### src/rtl/ps2_key_decoder.sv
`default_nettype none
// ============================================================================
// Module      : ps2_key_decoder
// Description : PS/2 keyboard front end for the game logic block.
//               - Synchronises and deglitches the raw ps2_clk/ps2_data lines.
//               - Deserialises 11-bit frames (start, 8 data LSB first, odd
//                 parity, stop).
//               - Decodes scan-code set 2: E0 (extended) and F0 (break)
//                 prefixes.
//               - Keeps a 512-entry held-key map indexed by {ext, code}.
// Ports       : pclk        in   system clock, all logic on its rising edge
//               rst_n       in   asynchronous active-low reset
//               ps2_clk     in   raw PS/2 clock (asynchronous)
//               ps2_data    in   raw PS/2 data (asynchronous)
//               key_down    out  [511:0] bit {ext,code} set while key held
//               last_change out  [8:0] {ext,code} of latest make/break
//               key_valid   out  one-cycle strobe on key_down/last_change update
//               frame_err   out  one-cycle strobe on start/parity/stop error
// Revision    : 1.0 - initial release
// ============================================================================
module ps2_key_decoder #(
  parameter int FILTER_LEN     = 8,
  parameter int TIMEOUT_CYCLES = 50000
) (
  input  logic         pclk,
  input  logic         rst_n,
  input  logic         ps2_clk,
  input  logic         ps2_data,
  output logic [511:0] key_down,
  output logic [8:0]   last_change,
  output logic         key_valid,
  output logic         frame_err
);

  localparam int c_FW = $clog2(FILTER_LEN + 1);
  localparam int c_TW = $clog2(TIMEOUT_CYCLES + 1);

  typedef enum logic [1:0] {
    S_IDLE   = 2'd0,
    S_DATA   = 2'd1,
    S_PARITY = 2'd2,
    S_STOP   = 2'd3
  } state_t;

  // Input conditioning
  logic            r_clk_s1, r_clk_s2, r_dat_s1, r_dat_s2;
  logic            r_clk_f, r_clk_f_q;
  logic [c_FW-1:0] r_filt_cnt;
  logic            w_fall;

  // Frame receiver
  state_t          r_state;
  logic [2:0]      r_bit_cnt;
  logic [7:0]      r_shift;
  logic            r_par;
  logic            r_byte_rdy;
  logic [c_TW-1:0] r_to_cnt;

  // Decoder
  logic            r_ext, r_brk;
  logic            w_ignore;

  // Synchronisers and clock filter. Lines idle high, so the synchroniser
  // stages reset to 1 to avoid a spurious edge after reset release.
  always_ff @(posedge pclk or negedge rst_n) begin
    if (!rst_n) begin
      r_clk_s1   <= 1'b1;
      r_clk_s2   <= 1'b1;
      r_dat_s1   <= 1'b1;
      r_dat_s2   <= 1'b1;
      r_clk_f    <= 1'b1;
      r_clk_f_q  <= 1'b1;
      r_filt_cnt <= '0;
    end else begin
      r_clk_s1  <= ps2_clk;
      r_clk_s2  <= r_clk_s1;
      r_dat_s1  <= ps2_data;
      r_dat_s2  <= r_dat_s1;
      r_clk_f_q <= r_clk_f;
      // Any sample agreeing with the filtered level restarts the run count.
      if (r_clk_s2 != r_clk_f) begin
        if (r_filt_cnt == c_FW'(FILTER_LEN - 1)) begin
          r_clk_f    <= r_clk_s2;
          r_filt_cnt <= '0;
        end else begin
          r_filt_cnt <= r_filt_cnt + 1'b1;
        end
      end else begin
        r_filt_cnt <= '0;
      end
    end
  end

  assign w_fall = r_clk_f_q & ~r_clk_f;

  // Frame FSM: advances once per filtered falling edge.
  always_ff @(posedge pclk or negedge rst_n) begin
    if (!rst_n) begin
      r_state    <= S_IDLE;
      r_bit_cnt  <= '0;
      r_shift    <= '0;
      r_par      <= 1'b0;
      r_byte_rdy <= 1'b0;
      r_to_cnt   <= '0;
      frame_err  <= 1'b0;
    end else begin
      r_byte_rdy <= 1'b0;
      frame_err  <= 1'b0;
      if (w_fall) begin
        r_to_cnt <= '0;
        case (r_state)
          S_IDLE: begin
            if (!r_dat_s2) begin
              r_state   <= S_DATA;
              r_bit_cnt <= '0;
            end else begin
              frame_err <= 1'b1;
            end
          end
          S_DATA: begin
            r_shift <= {r_dat_s2, r_shift[7:1]};
            if (r_bit_cnt == 3'd7) begin
              r_state <= S_PARITY;
            end else begin
              r_bit_cnt <= r_bit_cnt + 3'd1;
            end
          end
          S_PARITY: begin
            r_par   <= r_dat_s2;
            r_state <= S_STOP;
          end
          S_STOP: begin
            if (r_dat_s2 && (^{r_shift, r_par})) begin
              r_byte_rdy <= 1'b1;
            end else begin
              frame_err <= 1'b1;
            end
            r_state <= S_IDLE;
          end
          default: r_state <= S_IDLE;
        endcase
      end else if (r_state != S_IDLE) begin
        // A stalled partial frame is dropped silently.
        if (r_to_cnt == c_TW'(TIMEOUT_CYCLES - 1)) begin
          r_state  <= S_IDLE;
          r_to_cnt <= '0;
        end else begin
          r_to_cnt <= r_to_cnt + 1'b1;
        end
      end else begin
        r_to_cnt <= '0;
      end
    end
  end

  // Keyboard housekeeping replies (BAT, ACK, resend, echo, errors) are not
  // key events when they arrive without a prefix.
  always_comb begin
    w_ignore = 1'b0;
    case (r_shift)
      8'hAA, 8'hFA, 8'hFE, 8'hEE, 8'h00, 8'hFF: w_ignore = ~r_ext & ~r_brk;
      default: w_ignore = 1'b0;
    endcase
  end

  // Scan-code decoder: runs on the cycle after a good stop bit.
  always_ff @(posedge pclk or negedge rst_n) begin
    if (!rst_n) begin
      r_ext       <= 1'b0;
      r_brk       <= 1'b0;
      key_down    <= '0;
      last_change <= '0;
      key_valid   <= 1'b0;
    end else begin
      key_valid <= 1'b0;
      if (r_byte_rdy) begin
        if (r_shift == 8'hE0) begin
          r_ext <= 1'b1;
        end else if (r_shift == 8'hF0) begin
          r_brk <= 1'b1;
        end else if (!w_ignore) begin
          key_down[{r_ext, r_shift}] <= ~r_brk;
          last_change                <= {r_ext, r_shift};
          key_valid                  <= 1'b1;
          r_ext                      <= 1'b0;
          r_brk                      <= 1'b0;
        end
      end
    end
  end

endmodule
`default_nettype wire

### config.mk
export PLATFORM = sky130hd
export DESIGN_NAME = ps2_key_decoder
export DESIGN_NICKNAME = d
export VERILOG_FILES = /design/src/rtl/ps2_key_decoder.sv
export SDC_FILE = /design/constraint.sdc
export NUM_CORES = 1
export LEC_CHECK = 0
export BUFFER_PORTS_ARGS = -buffer_cell sky130_fd_sc_hd__buf_4
export CAP_MARGIN = 20
export CORE_ASPECT_RATIO = 1.1
export CORE_MARGIN = 10
export CORE_UTILIZATION = 30
export CTS_CLUSTER_SIZE = 20
export DETAILED_ROUTE_END_ITERATION = 7
export REMOVE_ABC_BUFFERS = 1
export SLEW_MARGIN = 30
export SYNTH_ARGS = -nofsm -noshare
export SYNTH_HDL_FRONTEND = slang
export SYNTH_SLANG_ARGS = --single-unit
export TNS_END_PERCENT = 50
### constraint.sdc
create_clock -name pclk -period 3.3 [get_ports pclk]
set_input_delay 0.165 -clock pclk [delete_from_list [all_inputs] [get_ports pclk]]
set_output_delay 0.165 -clock pclk [all_outputs]
set_load 0.03 [all_outputs]
## Word-level counts from Yosys, hierarchy flattened

Cells that the tools add are included.
Widths: inputs -> output; s select.

- Add/subtract/negate cells: 3
- $lt $le $gt $ge: 2
- Equal/unequal tests: 21
- Muxes and demuxes: 33
- Bitwise operators: 8
- Reductions and logical operators: 18

Operators with widths:

| kind | number |
|---|---|
| $bwmux 512 | 1 |
| $eq 8x8->1 const B | 7 |
| $mux 16 | 3 |
| $add 16x1->16 const B | 1 |
| $eq 16x16->1 const B | 1 |
| $mux 1 | 16 |
| $reduce_and 4->1 | 3 |
| $lt 9x10->1 const B | 1 |
| $mux 2 | 5 |
| $demux 1 s9 | 1 |
| $ge 9x1->1 const B | 1 |
| $reduce_xor 9->1 | 1 |
| $logic_not 8->1 | 1 |
| $mux 4 | 2 |
| $pmux 2 s4 | 1 |
| $reduce_bool 2->1 | 4 |
| $mux 3 | 2 |
| $ne 2x2->1 const B | 3 |
| $ne 3x3->1 const B | 2 |
| $not 1->1 | 6 |
| $pmux 3 s2 | 1 |
| $reduce_and 2->1 | 3 |
| $reduce_and 3->1 | 2 |
| $reduce_or 6->1 | 1 |
| 12 further kinds | 16 |

- Register bits after elaboration: 566
- Bits of input ports: 4
- Output and inout port bits: 523
- Word-level logic and storage cells: 104

## Longest topological paths before layout

- Depth after elaboration: 7
- Mapped depth: 9
- Mapped depth without buffers: 6

## Worst setup path after synthesis

No wires, ideal clock.

- Kind: flip-flop to flip-flop
- Start point: reg r_shift[2]
- End point: reg last_change[0]
- Library setup time: 0.125 ns
- Arrival time: 2.046 ns
- Required time: 3.175 ns
- Setup slack: 1.130 ns
- Cell stages (with the launch flop): 7
- Path buffers: 2
- Cells stage by stage: dfrtp_1 buf_2 nor4_4 a32oi_2 buf_2 o211ai_2 mux2_2

- Word-level cells in the longest chain between the ends: 5
- Elaborated cells on any way between the ends: 14
- Those cells by class: 7 x eq/ne; 1 x mux; 3 x bitwise; 3 x reduce/logical

Ends and longest elaborated chain:

| item | RTL line | source |
|---|---|---|
| start: declaration | 54 | `logic [7:0] r_shift;` |
| start signal: assignment | 121 | `r_shift <= {r_dat_s2, r_shift[7:1]};` |
| $eq 8x8->1 or $logic_not 8->1 (tied branches) | 160 | `case (r_shift)` |
| $reduce_or 6->1 | 160 |  |
| $mux 1 | 160 |  |
| $not 1->1 (no source line) | - |  |
| $reduce_and 4->1 (no source line) * | - |  |
| end signal: assignment | 183 | `last_change <= {r_ext, r_shift};` |
| end: declaration | 30 | `output logic [8:0] last_change,` |

Mark *: on every way between the ends. The rest lies on a longest branch, timed or not.
A chain may end at the register's enable or synchronous reset.

## Final worst setup path

- Start point: reg r_shift[3]
- End point: reg key_down[355]

- Word-level cells in the longest chain between the ends: 5
- Elaborated cells on any way between the ends: 20
- Those cells by class: 2 x order compare; 7 x eq/ne; 4 x mux; 3 x bitwise; 4 x reduce/logical

Ends and longest elaborated chain:

| item | RTL line | source |
|---|---|---|
| $lt 9x10->1 (not written as such) (tied with other cells) | 182 | `key_down[{r_ext, r_shift}] <= ~r_brk;` |
| $logic_and 1x1->1 (not written as such) or $reduce_or 6->1 (tied branches) | 182, 160 |  |
| $mux 1 (on tied branches) | 182, 160 |  |
| $demux 1 s9 or $not 1->1 (tied branches) | - |  |
| $bwmux 512 or $reduce_and 4->1 (tied branches) | - |  |
| end signal: indexed assignment | 182 |  |
| end: declaration | 29 | `output logic [511:0] key_down,` |

Several ways; a longest one is shown, not always the timed one.

==> flow_summary.ini <==
[finish]
regArea_sq_um = 14200
n_fill_cell = 7404
area_delta_synth_final_pct = 31.2
layout-drive-gt1-share_pct = 29.7
final-instance-count-excl-fill = 3575
layout.nets = 2511
multi_input_area_sq_um = 8120

[job]
cap_violations = 0

[synth]
synth_flop_cell = dfrtp_1
yosys_warnings = 0
yosysTopAreaCellShare_pct = 60.3
yosysTopAreaCell = dfrtp_1
syn-cell-area_sq_um = 23200
ys_top_cells_by_area = dfrtp_1, o31ai_1, o21ai_0
synth.distinct_cells = 49
avgSynthCellArea_sq_um = 11.1
synth_edf_count = 0
netlist_instances = 2100
synth-async-reset-ratio_pct = 100
seq_area_frac_synth_pct = 61.0
synth-seq-cells = 566

[cts]
clock_latency_ns = 0.62
h-tree-depth = 2
cts_tree = done
post_cts_buffers = 0
clockBufferDepth = 3
clk_pin_slew_ns = 0.06
cts_root_buffer = clkbuf_16
clkSinkCount = 566
numCtsBuffers = 60

[worst_setup_path]
arrival_ns = 3.19
endpoint = key_down[355]$_DFFE_PN0P_
rrSetupSlack_ns = 0.61
cp-startpoint = r_shift[3]$_DFFE_PN0P_
required_ns = 3.80
end_kind = flop
r2r-start = r_shift[3]$_DFFE_PN0P_
path_buf_inv = 2
max_stage_delay_ns = 0.52
crit_cells = 7
path_cells = nor4_4, a32oi_2, buf_4, o2111ai_4, buf_4, o21ai_0, o31ai_1
slowest_stage = buf_4
cp_top_family = buffers and inverters
worst_path_most_repeated_cell = buf_4
r2r_end = key_down[355]$_DFFE_PN0P_
crit_type = reg2reg
cp-start-kind = flop
critPathMaxFanout = 40
rr_worst_depth = 7

[floorplan]
core_area_sq_um = 76400
fp.dieArea_sq_um = 89000
start_util_pct = 30.4
rows = 106
die_w_um = 285
die_y_um = 312
ios = 527

[detailed_routing]
drtAntennaViolNets = 0
wl_per_cell_um = 23.9
vias = 18800
wl_um = 85400
drcViolationCount = 0
drt_iter0_markers = 1711
dr.pass1.iters = 5
detail_route.vias_per_cell = 5.26

[sta]
slew_headroom_pct = 35.0
hold_viol_final = 0
setup_viol = 0
rsz0062_at_grt = false
max_slew.worst_pin.slew_ns = 0.973
final.setup.tns_ns = 0
hold_slack_ns = 0.157
fin_worst_skew_ns = 0.0217
drv_slew = 0
fin_crit_sh_pct = 81.6
fin_ws_ns = 0.607
fmax_mhz = 371
min_period_ns = 2.69

[power_and_ir_drop]
cellPowerDensity_nw_per_um2 = 464
vdd_drop_max_uv = 363
p_leak_nw = 14.0

[run_status]
outcome = finished, final reports clean

[grt]
grt_overflow = 0
grt_pass1_vias = 18200
grt_max_degree = 220
gr-usage-all-layers_pct = 18.3
antenna_found_initial = 0
grt_pass1_wl_um = 125000

[placement]
dpl.hpwl_um = 58100
place_inst = 3459
port_buffers = 526
place.gp.congestion = 0.819
pre_cts_slack_ns = 0.613

[min_path]
min_path_type = in2async
==> metrics by stage <==
step                cell area [sq um]  utilization, %  power, mW
floorplan                       22100               -       7.20
global placement                28400            37.1       7.39
detailed placement              28400            37.1       7.40
CTS                             30400            39.8       14.3
global route                    30500            39.9       14.6
finish                          30500            39.9       14.1
==> cells by family (layout without fill, tap and decap cells) <==
logic type | Yosys count | after routing | share of synthesized area [%]
xor gates and xnor gates | 23 | 23 | 0.927
buffers and inverters | 286 | 734 | 4.96
DFF | 566 | 566 | 61.0
AOI/OAI and AO/OA | 1047 | 1047 | 28.7
adders and majority gates | 8 | 8 | 0.431
other | 0 | 1 | 0
muxes | 17 | 17 | 0.814
and+or+nand+nor | 153 | 153 | 3.16
==> metal layers <==
metal / global-route usage, % / up-vias / routed length [um]
li1: - / 8663 / -
met1: 22.6 / 9332 / 35100
met2: 30.7 / 667 / 41500
met3: 3.91 / 160 / 5420
met4: 7.08 / 0 / 3370
met5: 0 / - / 0
==> layout make-up <==
cell class,instances,share of cell area (%)
diodes,1,0.00821
clock buffers,98,6.22
clock inverters,13,0.439
inverters,8,0.0986
multi-input cells,1248,26.6
flip-flops and latches,566,46.5
well taps,1026,4.21
repair buffers,615,15.9
==> Yosys cell counts, types with 6 or more instances <==
| library cell | count |
|---|---|
| clkbuf_1 | 215 |
| ha_1 | 8 |
| o21ai_1 | 39 |
| mux2_2 | 15 |
| buf_2 | 63 |
| xnor2_1 | 17 |
| o21ai_0 | 472 |
| nand2_1 | 64 |
| nor2_1 | 36 |
| inv_1 | 8 |
| nand3_1 | 9 |
| dfstp_2 | 6 |
| o2111ai_1 | 6 |
| o31ai_1 | 502 |
| dfrtp_1 | 560 |
| nor2b_1 | 7 |
| o2111ai_2 | 9 |
==> worst register-to-register path, cell delays in order, from the launching register on <==
cell	delay, ns
dfrtp_1	0.50
nor4_4	0.51
a32oi_2	0.17
buf_4	0.29
o2111ai_4	0.23
buf_4	0.52
o21ai_0	0.26
o31ai_1	0.10
==> how the worst min path moves through the flow <==
stage,startpoint,endpoint,slack [ns]
after floorplan,rst_n,frame_err$_DFF_PN0_,-0.13
after detailed placement,rst_n,key_down[160]$_DFFE_PN0P_,0.25
after CTS,rst_n,key_down[160]$_DFFE_PN0P_,0.16
after global routing,rst_n,key_down[160]$_DFFE_PN0P_,0.20
final,rst_n,key_down[160]$_DFFE_PN0P_,0.16
after global placement,rst_n,key_down[160]$_DFFE_PN0P_,0.24
==> cell usage in the layout, fill, tap and decap left out, types with 4 or more instances in the layout <==
master     count
ha_1           8
inv_6          4
dfrtp_1      559
buf_4        595
clkbuf_8      23
nand2_1       57
xor2_1         5
mux2_2        15
nor3_1         4
o31ai_1      502
clkinv_2       6
o21a_1         5
clkbuf_16     61
o21ai_0      472
nand3_1        9
o2111ai_4     14
and3_1         5
a21oi_1        4
dfstp_2        6
o21ai_1       39
buf_12        14
nor2b_1        7
xnor2_1       17
inv_1          8
nor2_1        36
nand4_1        5
and2_1         5
nand2_2        7
clkbuf_1      14
==> timing repair <==
action | CTS | global route
hold buffers | 3 | 0
hold endpoints to repair | 70 | 0
gates resized for setup | 0 | 0
==> sequential cells by signal, summed over array words and instances, names as in the netlist, 2 cells and up <==
register     count
r_state          2
key_down       512
r_filt_cnt       4
last_change      9
r_shift          8
r_bit_cnt        3
r_to_cnt        16
==> where the power goes <==
| group | switching (mW) | internal, mW |
|---|---|---|
| Sequential | 0.0246 | 6.98 |
| Combinational | 0.199 | 0.0622 |
| Clock | 2.82 | 4.06 |
(Power assumes the default switching activity.)
